--- src/rtl/pc_sequencer.sv ---
// rtl/pc_sequencer.sv - fetch-stage PC sequencer with pending-redirect buffering and halt
// Decides PC load enable/value each cycle; redirects seen during an outstanding fetch wait for ihit.
module pc_sequencer #(
  parameter int                WORD_W  = 32,
  parameter logic [WORD_W-1:0] PC_INIT = '0
) (
  input  logic              CLK,
  input  logic              nRST,
  input  logic              ihit,
  input  logic              hz_stall,
  input  logic              br_taken,
  input  logic [WORD_W-1:0] br_target,
  input  logic              jmp_valid,
  input  logic [WORD_W-1:0] jmp_target,
  input  logic              halt_in,
  input  logic [WORD_W-1:0] npc,
  output logic              pc_en,
  output logic [WORD_W-1:0] new_pc,
  output logic              imem_ren,
  output logic              flush_ifid,
  output logic              flush_idex,
  output logic              halted
);

  typedef enum logic [1:0] {RUN, PEND, HALT} state_t;

  state_t            state, state_nx;
  logic [WORD_W-1:0] pend_target, pend_target_nx;
  logic              pend_is_br, pend_is_br_nx;
  logic              redir;
  logic [WORD_W-1:0] redir_target;

  // The branch belongs to the older instruction, so it wins over a same-cycle jump.
  assign redir        = br_taken | jmp_valid;
  assign redir_target = br_taken ? br_target : jmp_target;

  always_comb begin
    state_nx       = state;
    pend_target_nx = pend_target;
    pend_is_br_nx  = pend_is_br;
    pc_en          = 1'b0;
    new_pc         = npc;
    imem_ren       = 1'b1;
    flush_ifid     = 1'b0;
    flush_idex     = 1'b0;
    halted         = 1'b0;
    case (state)
      RUN: begin
        if (halt_in) begin
          state_nx = HALT;
          imem_ren = 1'b0;
          halted   = 1'b1;
        end else if (redir) begin
          flush_ifid = 1'b1;
          flush_idex = br_taken;
          if (ihit) begin
            pc_en  = 1'b1;
            new_pc = redir_target;
          end else begin
            pend_target_nx = redir_target;
            pend_is_br_nx  = br_taken;
            state_nx       = PEND;
          end
        end else begin
          pc_en = ihit & ~hz_stall;
        end
      end
      PEND: begin
        if (halt_in) begin
          state_nx = HALT;
          imem_ren = 1'b0;
          halted   = 1'b1;
        end else begin
          if (br_taken) begin
            pend_target_nx = br_target;
            pend_is_br_nx  = 1'b1;
            flush_ifid     = 1'b1;
            flush_idex     = 1'b1;
          end else if (jmp_valid && !pend_is_br) begin
            pend_target_nx = jmp_target;
          end
          // Fetch returned: load the (possibly just overridden) target and drop the stale instruction.
          if (ihit) begin
            pc_en      = 1'b1;
            new_pc     = pend_target_nx;
            flush_ifid = 1'b1;
            state_nx   = RUN;
          end
        end
      end
      HALT: begin
        imem_ren = 1'b0;
        halted   = 1'b1;
      end
      default: state_nx = RUN;
    endcase
  end

  always_ff @(posedge CLK or negedge nRST) begin
    if (!nRST) begin
      state       <= RUN;
      pend_target <= PC_INIT;
      pend_is_br  <= 1'b0;
    end else begin
      state       <= state_nx;
      pend_target <= pend_target_nx;
      pend_is_br  <= pend_is_br_nx;
    end
  end

endmodule
--- config.mk ---
export PLATFORM = sky130hd
export DESIGN_NAME = pc_sequencer
export DESIGN_NICKNAME = d
export VERILOG_FILES = /design/src/rtl/pc_sequencer.sv
export SDC_FILE = /design/constraint.sdc
export NUM_CORES = 1
export LEC_CHECK = 0
export CORE_AREA = 2 2 90 92
export DETAILED_ROUTE_END_ITERATION = 8
export DIE_AREA = 0 0 92 94
export PLACE_DENSITY = 0.91
export SYNTH_ARGS = -nofsm -noshare
export SYNTH_HDL_FRONTEND = slang
export SYNTH_SLANG_ARGS = --single-unit
export TNS_END_PERCENT = 5
--- constraint.sdc ---
create_clock -name CLK -period 2.5 [get_ports CLK]
set_clock_uncertainty 0.1 [all_clocks]
set_input_delay 0.375 -clock CLK [delete_from_list [all_inputs] [get_ports CLK]]
set_output_delay 0.375 -clock CLK [all_outputs]
set_load 0.05 [all_outputs]
# Yosys cells after proc, flatten, opt, wreduce, memory -nomap -nowiden

Cells that the tools add are included.

Register bits after elaboration: 35
Bits of input ports: 103
Output and inout port bits: 37

Equality and inequality tests: 10
Mux-type cells: 45
Bitwise gates (word level): 4
Reduce and logical (&&, ||, !) cells: 8

Operator list:

| cell                                          | number |
|---|---|
| two-way mux 32 bit                            | 12 |
| case mux 32 bit (2 select lines)              | 2 |
| two-way mux 1 bit                             | 19 |
| case mux 1 bit (2 select lines)               | 6 |
| two-way mux 2 bit                             | 5 |
| inequality test 2 bit, second input constant  | 5 |
| inequality test 3 bit, second input constant  | 3 |
| case mux 2 bit (3 select lines)               | 1 |
| AND reduction 6 bit                           | 1 |
| AND reduction 5 bit                           | 1 |
| AND reduction 4 bit                           | 1 |
| == test 2 x 1 -> 1 bit, second input constant | 1 |
| == test 2 bit, second input constant          | 1 |
| logical NOT 2 bit                             | 1 |
| inverter 1 bit                                | 2 |
| nonzero test 2 bit                            | 1 |
| OR reduction 2 bit                            | 1 |
| AND 1 bit                                     | 1 |
| logical AND 1 bit                             | 1 |
| logical NOT 1 bit                             | 1 |
| OR 1 bit                                      | 1 |

# Longest topological paths before layout

Gate-level depths: netlist of run 1.

Depth after elaboration: 7
Gate-level depth with buffers: 7
Gate-level depth less buffers: 4

# Worst setup path after synthesis of run 1

OpenSTA, ideal clock, no wires.

Path kind: input -> output
Start: input port br_taken
End: output port new_pc[20]
Data arrival time: 2337 ps
Data required time: 2025 ps
Setup slack: -312 ps
Stages: 5
Path buffers: 3
Cells stage by stage: buf_2 -> clkbuf_1 -> buf_2 -> a211oi_1 -> a211oi_1

Word-level cells in the longest chain between the ends: 5

RTL lines:

| item                                 | RTL line | RTL |
|---|---|---|
| from (decl)                          | 11       | `input logic br_taken,` |
| two-way mux 32 bit                   | 35       | `assign redir_target = br_taken ? br_target : jmp_target;` |
| two-way mux 32 bit                   | 56       | `if (ihit) begin` |
| two-way mux 32 bit                   | 53       | `end else if (redir) begin` |
| two-way mux 32 bit                   | 49       | `if (halt_in) begin` |
| case mux 32 bit (2 select lines) (*) | 47       | `case (state)` |
| to (decl)                            | 18       | `output logic [WORD_W-1:0] new_pc,` |

Every way passes the cells marked *; elsewhere a longest branch is shown, timed or not.

# Final worst setup path of run 1

Start: register state[1]
End: output port new_pc[24]

Word-level cells in the longest chain between the ends: 2

RTL lines:

| item                                                        | RTL line | RTL |
|---|---|---|
| from (decl)                                                 | 27       | `state_t state, state_nx;` |
| from (signal assigned)                                      | 105      | `state <= state_nx;` |
| == test 2 x 1 -> 1 bit or logical NOT 2 bit (tied branches) | 47       |  |
| case mux 32 bit (2 select lines) (*)                        | 47       |  |

Marks and branches as above.

==> impl_metrics.py, run 1 <==
metrics = {
    "drt": {
        "drt_iter0_markers": 218,
        "routedWlPerCell_um": 17.58,
        "wl_met1_um": 4447,
        "met3_length_um": 627,
        "routed.top_layer": "met4",
        "drt-total-wl_um": 11290,
        "viasPerCell": 5.868,
        "drc": 0,
        "final_antenna_net_count": 0,
        "via_count": 3767,
        "wl_met2_um": 5923,
        "firstDrtPassIters": 7,
    },
    "die": {
        "initial_core_util_pct": 41.87,
        "fp-row-count": 32,
        "fp.dieW_um": 92,
        "io_pins": 140,
        "die_y_um": 94,
        "core_mm2": 0.007607,
        "die_area_mm2": 0.008648,
    },
    "sta": {
        "finalSetupTns_ns": 0,
        "maxSlewHeadroom_pct": 45.67,
        "timing.fmax_ghz": 0.4047,
        "setup_slack_ns": 0.02918,
        "worstMarginPinSlew_ns": 0.8149,
        "drv_slew": 0,
        "setup-violations-final": 0,
        "period_needed_ns": 2.471,
        "period_share_pct": 98.83,
        "hold_violations": 0,
        "rsz0062_at_grt": "yes",
        "hold_ws_ns": 0.07392,
    },
    "global_routing": {
        "grt_util_all_layers_pct": 25.14,
        "antenna_found_initial": 0,
        "grt_pass1_wl_um": 17530,
        "grt_pass1_vias": 3826,
        "grt-ovfl-total": 0,
        "grt_start_max_net_pins": 58,
    },
    "clock_tree": {
        "tritoncts": "built",
        "cts_max_level": 2,
        "cts_buffers": 5,
        "cts_buffer_depth": 2,
        "cts.clk_slew.worst_paths_ns": 0.07,
        "hold_buffers": 0,
        "cts_setup_buffers": 0,
        "clk_latency_ns": 0.28,
        "clock-root-buffer": "clkbuf_8",
        "cts_sinks": 35,
    },
    "placement": {
        "routabilityCongestion": 0.8857,
        "place_ws_ns": -0.1712,
        "placed_cell_area_mm2": 0.004820,
        "portBuffers": 139,
        "dp.cells": 635,
        "dpl.hpwl_um": 8116,
    },
    "worst_setup_path": {
        "critPathKind": "register to primary output",
        "end_kind": "primary output",
        "cp_max_fo": 7,
        "cp.required_ns": 2.03,
        "rr_worst_depth": 6,
        "cp.arrival_ns": 2.00,
        "start_kind": "register",
    },
    "synth": {
        "synth_area_mm2": 0.003186,
        "synth_cell_types": 36,
        "ys_ff_latch": 35,
        "async_flop_share_pct": 100.0,
        "ys_seq_area_share_pct": 27.49,
        "yosys_warnings": 0,
        "syn_inst": 398,
        "synth_nets": 501,
        "synth-main-ff-cell": "dfrtp_1",
        "syn_avg_cell_area_um2": 8.004,
        "synth_edf_count": 0,
    },
    "cells_and_area": {
        "layout-drive-gt1-share_pct": 20.19,
        "final_util_pct": 66.37,
        "final_nets": 644,
        "synthToLayoutAreaGrowth_pct": 58.48,
        "num_antenna_cells": 0,
        "post-route-cell-area_mm2": 0.005049,
        "final_cells": 642,
    },
    "pwr": {
        "p_per_area_mw_per_mm2": 622.2,
        "total_power_mw": 3.141,
        "p_leak_nw": 2.164,
        "ir_drop_mv": 0.4474,
    },
    "min_path": {
        "hold_class": "input pin to asynchronous set/reset pin",
    },
    "run": {
        "drv_cap": 0,
    },
    "run_status": {
        "outcome": "finished, final reports clean",
    },
}
## cells in the mapped netlist (all sizes together) (2+ instances only)
cell,number,area [um2]
nand2,35,131.4
o21ai,35,178.9
nor3,2,10.01
nand3,6,30.03
a211oi,3,22.52
o211ai,5,37.54
a22oi,3,22.52
a221o,28,280.3
buf,16,92.59
o32ai,27,236.5
inv,31,116.4
nand2b,32,200.2
mux2i,31,310.3
nor2b,3,18.77
nor2,6,25.03
dfrtp,35,875.8
a21oi,59,332.8
clkbuf,20,75.07
mux2,8,90.09
## routing by layer
layer  up-vias  global-route usage, %
met5         -                      0
met4         0                  8.955
met3        29                  4.575
met2       158                  46.94
met1      1803                  28.66
li1       1777                      -
## worst max-delay path, cell delays in order (launching register included)
cell and delay, ns:
dfrtp_2 0.45, or4_4 0.62, buf_12 0.18, o211ai_1 0.24, clkbuf_16 0.22
## sequential cells by signal (all words and copies together), names as in the netlist
register     flops
pend_target     32
state            2
pend_is_br       1
## placed cells by master (no fill, tap or decap), drive strengths merged, types with 2 or more instances in the layout
| master | instances |
|---|---|
| a211oi | 3 |
| dfrtp | 35 |
| o32ai | 27 |
| inv | 31 |
| nor2 | 6 |
| a21oi | 59 |
| nand2b | 32 |
| buf | 71 |
| o21ai | 35 |
| nor2b | 3 |
| o211ai | 5 |
| clkbuf | 7 |
| a221o | 28 |
| clkdlybuf4s50 | 97 |
| dlygate4sd2 | 2 |
| mux2i | 31 |
| mux2 | 8 |
| nor3 | 2 |
| nand3 | 6 |
| a22oi | 3 |
| nand2 | 35 |
## cell families after synthesis
logic type / Yosys count / synth area share, %
muxes: 39 / 12.57
buffers and inverters: 67 / 8.916
and+or+nand+nor: 92 / 14.89
DFF: 35 / 27.49
AOI/OAI and AO/OA: 165 / 36.14
## timing repair
action / in CTS / in global routing
endpoints found under the setup margin: 31 / 26
endpoints found under the hold margin: 0 / 0
gates cloned: 1 / 0
gates resized for setup: 22 / 18
pin swaps: 2 / 1
## worst paths after layout
check / start / to / slack, ns
worst max-delay path: state[1] / new_pc[24] / 0.03
worst min-delay path: nRST / pend_target[16] / 0.07
worst max register to register: state[1] / pend_target[20] / 0.58
worst min register to register: pend_target[17] / pend_target[17] / 0.42
max in group asynchronous: nRST / state[1] / 1.67
min in group CLK: halt_in / state[1] / 0.41
## power by group
part           switching (mW)  internal [mW]  total, mW
sequential              0.153          0.829      0.983
clock                   0.191          0.186      0.376
combinational           0.974          0.808       1.78
## layout make-up
cell class	count	area, um2
Fill cell	608	2559
Multi-Input combinational cell	296	2068
Timing Repair Buffer	172	1787
Sequential cell	35	877.1
Tap cell	102	127.6
Inverter	31	116.4
Clock buffer	6	72.57
(Power assumes the default switching activity.)
==> inputs of run 2 (changes only) <==
- CORE_AREA: 2 2 90 92 -> 2 2 89 91
- CTS_BUF_LIST: unset -> sky130_fd_sc_hd__clkbuf_4
- DIE_AREA: 0 0 92 94 -> 0 0 91 93
- PLACE_DENSITY: 0.91 -> 0.92
==> run 2 against run 1 <==
Compared with the run above:
- the run now ends with setup timing left
- hold slack lost 0.065 ns
- global-route usage increased by 0.97 points
- register-to-register slack gained 0.05 ns
- sequential power up 0.8%
- power shrank 1.1%
- combinational power is 3% higher
- flip-flop and latch count unchanged
- clock power decreased by 24%
- setup slack got worse by 0.093 ns
==> impl_metrics.py, run 2 (synthesis results as in run 1) <==
metrics = {
    "drt": {
        "viasPerCell": 5.879,
        "firstDrtPassIters": 5,
        "routedWlPerCell_um": 17.91,
        "drt-total-wl_um": 11510,
        "via_count": 3780,
        "drt_iter0_markers": 208,
        "drc": 0,
        "final_antenna_net_count": 0,
    },
    "pwr": {
        "clkPwrFrac_pct": 9.2,
        "switching_share_pct": 42.80,
        "power_frac_seq_pct": 31.9,
        "ir_drop_mv": 0.3170,
        "p_sw_mw": 1.330,
        "p_int_mw": 1.777,
        "comb_power_share_pct": 58.8,
        "p_leak_nw": 2.193,
        "p_per_area_mw_per_mm2": 600.7,
    },
    "global_routing": {
        "grt-ovfl-total": 0,
        "antenna_found_initial": 0,
        "grt_start_max_net_pins": 54,
        "grt_util_all_layers_pct": 26.11,
        "grt_pass1_vias": 3816,
        "grt_pass1_wl_um": 18200,
    },
    "sta": {
        "setup_slack_ns": -0.06417,
        "period_needed_ns": 2.564,
        "setup-violations-final": 22,
        "hold_ws_ns": 0.009262,
        "drv_slew": 0,
        "period_share_pct": 102.6,
        "maxSlewHeadroom_pct": 47.79,
        "hold_violations": 0,
        "timing.fmax_ghz": 0.3900,
        "rsz0062_at_grt": "yes",
        "worstMarginPinSlew_ns": 0.7832,
    },
    "placement": {
        "routabilityCongestion": 0.8304,
        "portBuffers": 139,
        "dpl.hpwl_um": 7976,
        "placed_cell_area_mm2": 0.004845,
    },
    "worst_setup_path": {
        "cp.required_ns": 2.03,
        "max_stage_delay_ns": 0.65,
        "critPathSlowestCell": "or4_4",
        "start_kind": "register",
        "cp_max_fo": 8,
        "cp.arrival_ns": 2.09,
        "end_kind": "primary output",
        "critPathKind": "register to primary output",
        "reg2reg_from": "state[0]",
        "path_cells": "or4_4, buf_12, a21oi_2, a221o_1, buf_6",
        "crit_start": "state[0]",
    },
    "die": {
        "die_y_um": 93,
        "fp.dieW_um": 91,
        "initial_core_util_pct": 42.32,
        "core_mm2": 0.007527,
        "fp-row-count": 32,
        "io_pins": 140,
        "die_area_mm2": 0.008463,
    },
    "clock_tree": {
        "clock-root-buffer": "clkbuf_4",
        "cts_buffers": 5,
        "tritoncts": "built",
        "cts_max_level": 2,
        "cts_buffer_depth": 2,
        "cts_setup_buffers": 0,
        "cts_sinks": 35,
        "hold_buffers": 0,
        "cts.clk_slew.worst_paths_ns": 0.10,
        "clk_latency_ns": 0.33,
    },
    "cells_and_area": {
        "synthToLayoutAreaGrowth_pct": 62.33,
        "layout-drive-gt1-share_pct": 22.92,
        "num_antenna_cells": 0,
        "largest_register_ffs": 32,
        "post-route-cell-area_mm2": 0.005171,
        "top_regs": "pend_target (32), state (2), pend_is_br (1)",
        "final_nets": 645,
        "layout_common_cells": "97 x clkdlybuf4s50_1, 35 x nand2_1, 33 x a21oi_1, 33 x dfrtp_1",
        "final_common_cell": "clkdlybuf4s50_1",
        "final_util_pct": 68.70,
        "top_register": "pend_target",
    },
    "min_path": {
        "hold_class": "input pin to asynchronous set/reset pin",
    },
    "run_status": {
        "outcome": "finished with violations",
        "violations": "setup timing",
    },
    "run": {
        "drv_cap": 0,
    },
}
==> run 2: cell types whose count changed in the layout (fill, tap and decap cells not counted), moves of 4 or more <==
cell | previous run | this run
a21oi_2 | 16 | 22
buf_6 | 24 | 28
a21oi_1 | 43 | 33
clkbuf_8 | 5 | 0
buf_4 | 34 | 28
clkbuf_4 | 0 | 6
a21oi_4 | 0 | 4
==> run 2: layer usage <==
metal / up-vias / global-route usage (%) / wire [um]
li1: 1776 / - / -
met1: 1802 / 31.72 / 4648
met2: 179 / 46.05 / 5811
met3: 23 / 4.915 / 836
met4: 0 / 9.722 / 218
met5: - / 0 / 0
==> run 2: repair_timing <==
item	4_1_cts	5_1_grt
endpoints found under the setup margin	32	32
gates cloned	0	2
gates resized for setup	34	27
pin swaps	1	2
==> run 2: stage by stage <==
stage	worst slack (ns)	total power, mW	TNS [ns]	cells
6_report	-0.06417	3.107	-0.5892	643
2_1_floorplan	-0.2581	2.030	-0.7931	398
4_1_cts	-0.05362	3.037	-0.5192	641
3_3_place_gp	-0.1125	2.628	-2.511	635
5_1_grt	-0.1312	3.305	-2.370	643
3_5_place_dp	-0.2158	2.699	-4.733	635
==> run 2: final timing paths <==
check | to | slack (ns) | depth (start not counted)
min in group CLK | state[1] | 0.35 | 4
min reg2reg | pend_target[4] | 0.42 | 2
max in group asynchronous | state[1] | 1.73 | 1
min | pend_target[11] | 0.009 | 1
max reg2reg | pend_target[20] | 0.63 | 6
max | new_pc[18] | -0.06 | 5
==> run 2: power groups by stage <==
stage               Sequential [mW]  Clock (mW)  Combinational [mW]
floorplan                     0.939           0                1.09
global placement              0.968           0                1.66
detailed placement            0.988           0                1.71
CTS                           0.979       0.291                1.77
global route                   1.02       0.312                1.98
finish                        0.991       0.287                1.83
==> run 2: worst max-delay path: cells and delay by family (launching register included) <==
| family | cells | cell delay (ns) |
|---|---|---|
| compound gates | 2 | 0.30 |
| buf+inv | 2 | 0.36 |
| simple gates | 1 | 0.65 |
| flops | 1 | 0.44 |
==> run 2: final cells by class <==
cell class / instances / area (um2)
fill: 589 / 2356
multi-input combinational: 296 / 2153
timing repair buffer: 173 / 1851
sequential: 35 / 878.3
tap: 102 / 127.6
inverter: 31 / 116.4
clock buffer: 6 / 45.04
